--- src/rtl/read_pkg.sv ---
// Shared declarations for the read_probe snapshot block.
package read_pkg;

  typedef enum logic [0:0] {
    StIdle,
    StDrain
  } read_state_e;

endpackage

--- src/rtl/read_pipe.sv ---
// NumStages-deep delay line with synchronous active-high clear; zero stages is a plain wire.
module read_pipe #(
  parameter type         T         = logic,
  parameter int unsigned NumStages = 0
) (
  input  logic clk_i,
  input  logic rst_i,
  input  T     d_i,
  output T     q_o
);

  if (NumStages == 0) begin : g_wire
    assign q_o = d_i;
    // Clock and reset have no load in the wire configuration.
    logic unused_clk_rst;
    assign unused_clk_rst = clk_i ^ rst_i;
  end else begin : g_regs
    T stage_q [NumStages];

    always_ff @(posedge clk_i) begin
      if (rst_i) begin
        for (int unsigned i = 0; i < NumStages; i++) begin
          stage_q[i] <= '0;
        end
      end else begin
        stage_q[0] <= d_i;
        for (int unsigned i = 1; i < NumStages; i++) begin
          stage_q[i] <= stage_q[i-1];
        end
      end
    end

    assign q_o = stage_q[NumStages-1];
  end

endmodule

--- src/rtl/read_probe.sv ---
// Multi-channel keep-alive probe: optional retiming of the probed nets plus a
// triggered snapshot that is drained one channel per valid/ready transfer.
(* no_ungroup *)
module read_probe
  import read_pkg::*;
#(
  parameter int unsigned Width       = 1,
  parameter type         T           = logic [Width-1:0],
  parameter int unsigned NumChannels = 1,
  parameter int unsigned NumStages   = 0,
  parameter int unsigned IdxWidth    = (NumChannels > 1) ? $clog2(NumChannels) : 1
) (
  input  logic                   clk_i,
  input  logic                   rst_i,
  input  T [NumChannels-1:0]     d_i,
  output T [NumChannels-1:0]     d_o,
  input  logic                   trig_i,
  input  logic                   clr_i,
  output logic                   busy_o,
  output logic                   snap_valid_o,
  input  logic                   snap_ready_i,
  output T                       snap_data_o,
  output logic [IdxWidth-1:0]    snap_idx_o,
  output logic                   done_o,
  output logic                   ovf_o
);

  typedef T [NumChannels-1:0] chan_vec_t;

  localparam logic [IdxWidth-1:0] LastIdx = IdxWidth'(NumChannels - 1);

  read_state_e         state_q, state_d;
  logic [IdxWidth-1:0] idx_q, idx_d;
  chan_vec_t           snap_q;
  logic                done_q, done_d;
  logic                ovf_q, ovf_d;
  logic                capture;
  logic                ovf_set;
  logic                last_xfer;
  T                    snap_word;

  read_pipe #(
    .T         (chan_vec_t),
    .NumStages (NumStages)
  ) u_pipe (
    .clk_i (clk_i),
    .rst_i (rst_i),
    .d_i   (d_i),
    .q_o   (d_o)
  );

  assign last_xfer = (state_q == StDrain) && snap_ready_i && (idx_q == LastIdx);

  always_comb begin
    state_d = state_q;
    idx_d   = idx_q;
    capture = 1'b0;
    done_d  = 1'b0;
    ovf_set = 1'b0;
    unique case (state_q)
      StIdle: begin
        if (trig_i) begin
          capture = 1'b1;
          idx_d   = '0;
          state_d = StDrain;
        end
      end
      StDrain: begin
        if (snap_ready_i) begin
          if (idx_q == LastIdx) begin
            done_d = 1'b1;
            idx_d  = '0;
            // A trigger coinciding with the final transfer re-arms without a bubble.
            if (trig_i) begin
              capture = 1'b1;
            end else begin
              state_d = StIdle;
            end
          end else begin
            idx_d = idx_q + IdxWidth'(1);
          end
        end
        if (trig_i && !last_xfer) begin
          ovf_set = 1'b1;
        end
      end
    endcase
    ovf_d = ovf_set | (ovf_q & ~clr_i);
  end

  always_ff @(posedge clk_i) begin
    if (rst_i) begin
      state_q <= StIdle;
      idx_q   <= '0;
      snap_q  <= '0;
      done_q  <= 1'b0;
      ovf_q   <= 1'b0;
    end else begin
      state_q <= state_d;
      idx_q   <= idx_d;
      done_q  <= done_d;
      ovf_q   <= ovf_d;
      if (capture) begin
        snap_q <= d_o;
      end
    end
  end

  always_comb begin
    snap_word = '0;
    for (int unsigned c = 0; c < NumChannels; c++) begin
      if (idx_q == IdxWidth'(c)) begin
        snap_word = snap_q[c];
      end
    end
  end

  assign busy_o       = (state_q == StDrain);
  assign snap_valid_o = (state_q == StDrain);
  assign snap_data_o  = snap_word;
  assign snap_idx_o   = idx_q;
  assign done_o       = done_q;
  assign ovf_o        = ovf_q;

endmodule

--- config.mk ---
export PLATFORM = sky130hd
export DESIGN_NAME = read_probe
export DESIGN_NICKNAME = d
export VERILOG_FILES = /design/src/rtl/read_pkg.sv /design/src/rtl/read_pipe.sv /design/src/rtl/read_probe.sv
export SDC_FILE = /design/constraint.sdc
export NUM_CORES = 1
export LEC_CHECK = 0
export ABC_AREA = 1
export BUFFER_PORTS_ARGS = -buffer_cell sky130_fd_sc_hd__buf_2
export CORE_AREA = 8 8 45 47
export DETAILED_ROUTE_END_ITERATION = 7
export DIE_AREA = 0 0 53 55
export PLACE_DENSITY = 0.38
export RECOVER_POWER = 100
export SLEW_MARGIN = 15
export SYNTH_ARGS = -nofsm -noshare
export SYNTH_HDL_FRONTEND = slang
export SYNTH_HIERARCHICAL = 1
export SYNTH_SLANG_ARGS = --single-unit
--- constraint.sdc ---
create_clock -name clk_i -period 1 [get_ports clk_i]
set_input_delay 0.15 -clock clk_i [delete_from_list [all_inputs] [get_ports clk_i]]
set_output_delay 0.15 -clock clk_i [all_outputs]
set_load 0.01 [all_outputs]
==> run summary <==
Peak VDD IR - 0.688 mV
GRT Total Usage - 3.34%
Dpl cells - 48
Final wirelength - 436 um
Fraction of layout cells with a size suffix above 1 - 28.6%
ANT cells - 0
Min cycle time layout - 0.928 ns
Dpl ws - 0.218 ns
Worst Setup Slack, final - 0.0720 ns
Non-filler cells, final - 51
Syn-to-layout area delta - 36.8%
Crit path kind - reg2out
Vias per Instance - 3.20
Top-level I/O count - 13
Delay-heaviest family, CP - flip-flops
Leakage power - 0.126 nW
Die footprint - 2920 um^2
Clock buffer depth - 2
CTS buffer count - 3
Final setup TNS - 0 ns
Hold Path Class - in2reg
Max-cap violations - 0
Max stage delay on crit path - 0.37 ns
DIE HEIGHT - 55 um
Max Clock Skew - 0.000176 ns
First-pass GRT wire length - 600 um
CP Cell Sequence - clkbuf_1
Yosys reg bits - 4
Combinational power share - 11.7%
Top fanout value on the critical path - 5
Largest net degree at the start of global routing - 6
Fin nets - 43
P per Cell Area - 1720 nW/um^2
Vias in the first global route - 141
Grt total ovfl - 0
Critical Path AT - 0.78 ns
Capturing element type of the critical path - primary output
CTS sink count - 4
Hold_buf cts - 0
Startpoint types - flop
Syn. warnings - 6
DRC - 0
TritonRoute pass-1 iters - 2
Antenna-violating nets left - 0
Area of the core - 1380 um^2
CTS Root Cell - clkbuf_4
Cell Area, Synth - 180 um^2
Post-Syn Nets - 30
CTS H-tree depth - 1
Starting DRT DRC Count - 2
Critical Path Slowest Stage Cell - dfxtp_1
CP required - 0.85 ns
Peak Freq - 1.08 GHz
Final Core Density - 17.8%
Clock latency on the worst-skew pair - 0.23 ns
DR WL/cell - 8.55 um
Number of gates resized after CTS - 0
Yosys cell types - 10
Synth Instances - 24
Routability cong. - 0.633
Final period utilization - 92.8%
Post-CTS Setup Bufs - 0
Die X - 53 um
I/O Buffers - 11
Final HPWL from detailed placement - 350 um
Switching portion of total power - 23.8%
Antenna violations before repair - 0
Critical path buffers and inverters - 1
Final setup fails - 0
Sw Pwr - 101 uW
Outcome - complete, no violations
Rows - 14
Clock group share of total power - 47.3%
Internal - 323 uW
WHS - 0.119 ns
Vias - 163
CTS clk-pin slew, worst paths - 0.04 ns
Register area share after synthesis - 44.4%
Max-slew violations - 0
Final Hold Vio Count - 0
Syn avg cell area - 7.51 um^2
Starting Density - 13.0%
CTS tree - built
Seq pwr share - 41.0%
RSZ-0062 raised after global routing - false
-- cell usage in the layout (no fill, tap or decap), drive strengths merged --
master  synthesis  final
clkbuf          0      8
nand3           2      2
buf             3      6
conb            1      1
nand2           4      4
nor2            2      2
dfxtp           4      4
a21oi           3      3
inv             5      5
-- flip-flops by register name (all words and copies together), names as in the netlist --
| name | flops |
|---|---|
| busy_o | 1 |
| done_o | 1 |
| ovf_o | 1 |
| snap_q | 1 |
-- synth_stat cells --
cell,number,area [um^2]
nand3_1,1,5.00
nand2_2,1,6.26
conb_1,1,3.75
inv_1,5,18.8
a21oi_1,3,15.0
nor2_1,2,7.51
nand2_1,3,11.3
dfxtp_1,4,80.1
buf_4,3,22.5
nand3_2,1,10.0
-- metal layers --
| metal | vias up | wire, um | track usage (%) |
|---|---|---|---|
| met5 | - | 0 | 0 |
| met4 | 0 | 0 | 0 |
| met3 | 0 | 94 | 6.15 |
| met2 | 11 | 160 | 3.32 |
| met1 | 62 | 181 | 3.20 |
| li1 | 90 | - | - |
-- layout make-up --
class / count / area [um^2]
sequential: 4 / 80.1
multi-input combinational: 12 / 56.3
fill: 168 / 1140
clock buffer: 3 / 22.5
timing repair buffer: 11 / 48.8
tap: 16 / 20.0
inverter: 5 / 18.8
-- cells by family after synthesis --
logic type / count (synthesis) / synth area share [%]
other cells: 1 / 2.08
simple gates: 8 / 22.2
buf+inv: 8 / 22.9
compound gates: 3 / 8.33
flops: 4 / 44.4
-- power groups by stage --
stage               Combinational, mW  Clock, mW  Sequential, mW
floorplan                      0.0303          0           0.181
global placement               0.0540          0           0.176
detailed placement             0.0538          0           0.177
CTS                            0.0538      0.214           0.174
global route                   0.0551      0.223           0.174
finish                         0.0496      0.201           0.174
-- stage by stage --
| step | instance area [um^2] | total power [mW] |
|---|---|---|
| 2_1_floorplan | 180 | 0.211 |
| 3_3_place_gp | 233 | 0.230 |
| 3_5_place_dp | 233 | 0.230 |
| 4_1_cts | 255 | 0.442 |
| 5_1_grt | 246 | 0.452 |
| 6_report | 246 | 0.424 |
-- path summary, 6_finish.rpt --
| check | startpoint | to | slack, ns | cells past startpoint |
|---|---|---|---|---|
| hold / removal | rst_i | busy_o | 0.12 | 2 |
| setup reg to reg | busy_o | snap_q | 0.20 | 3 |
| setup / recovery | busy_o | busy_o | 0.07 | 1 |
| hold reg to reg | ovf_o | ovf_o | 0.47 | 2 |
No activity file was read; power rests on OpenSTA's default activity.
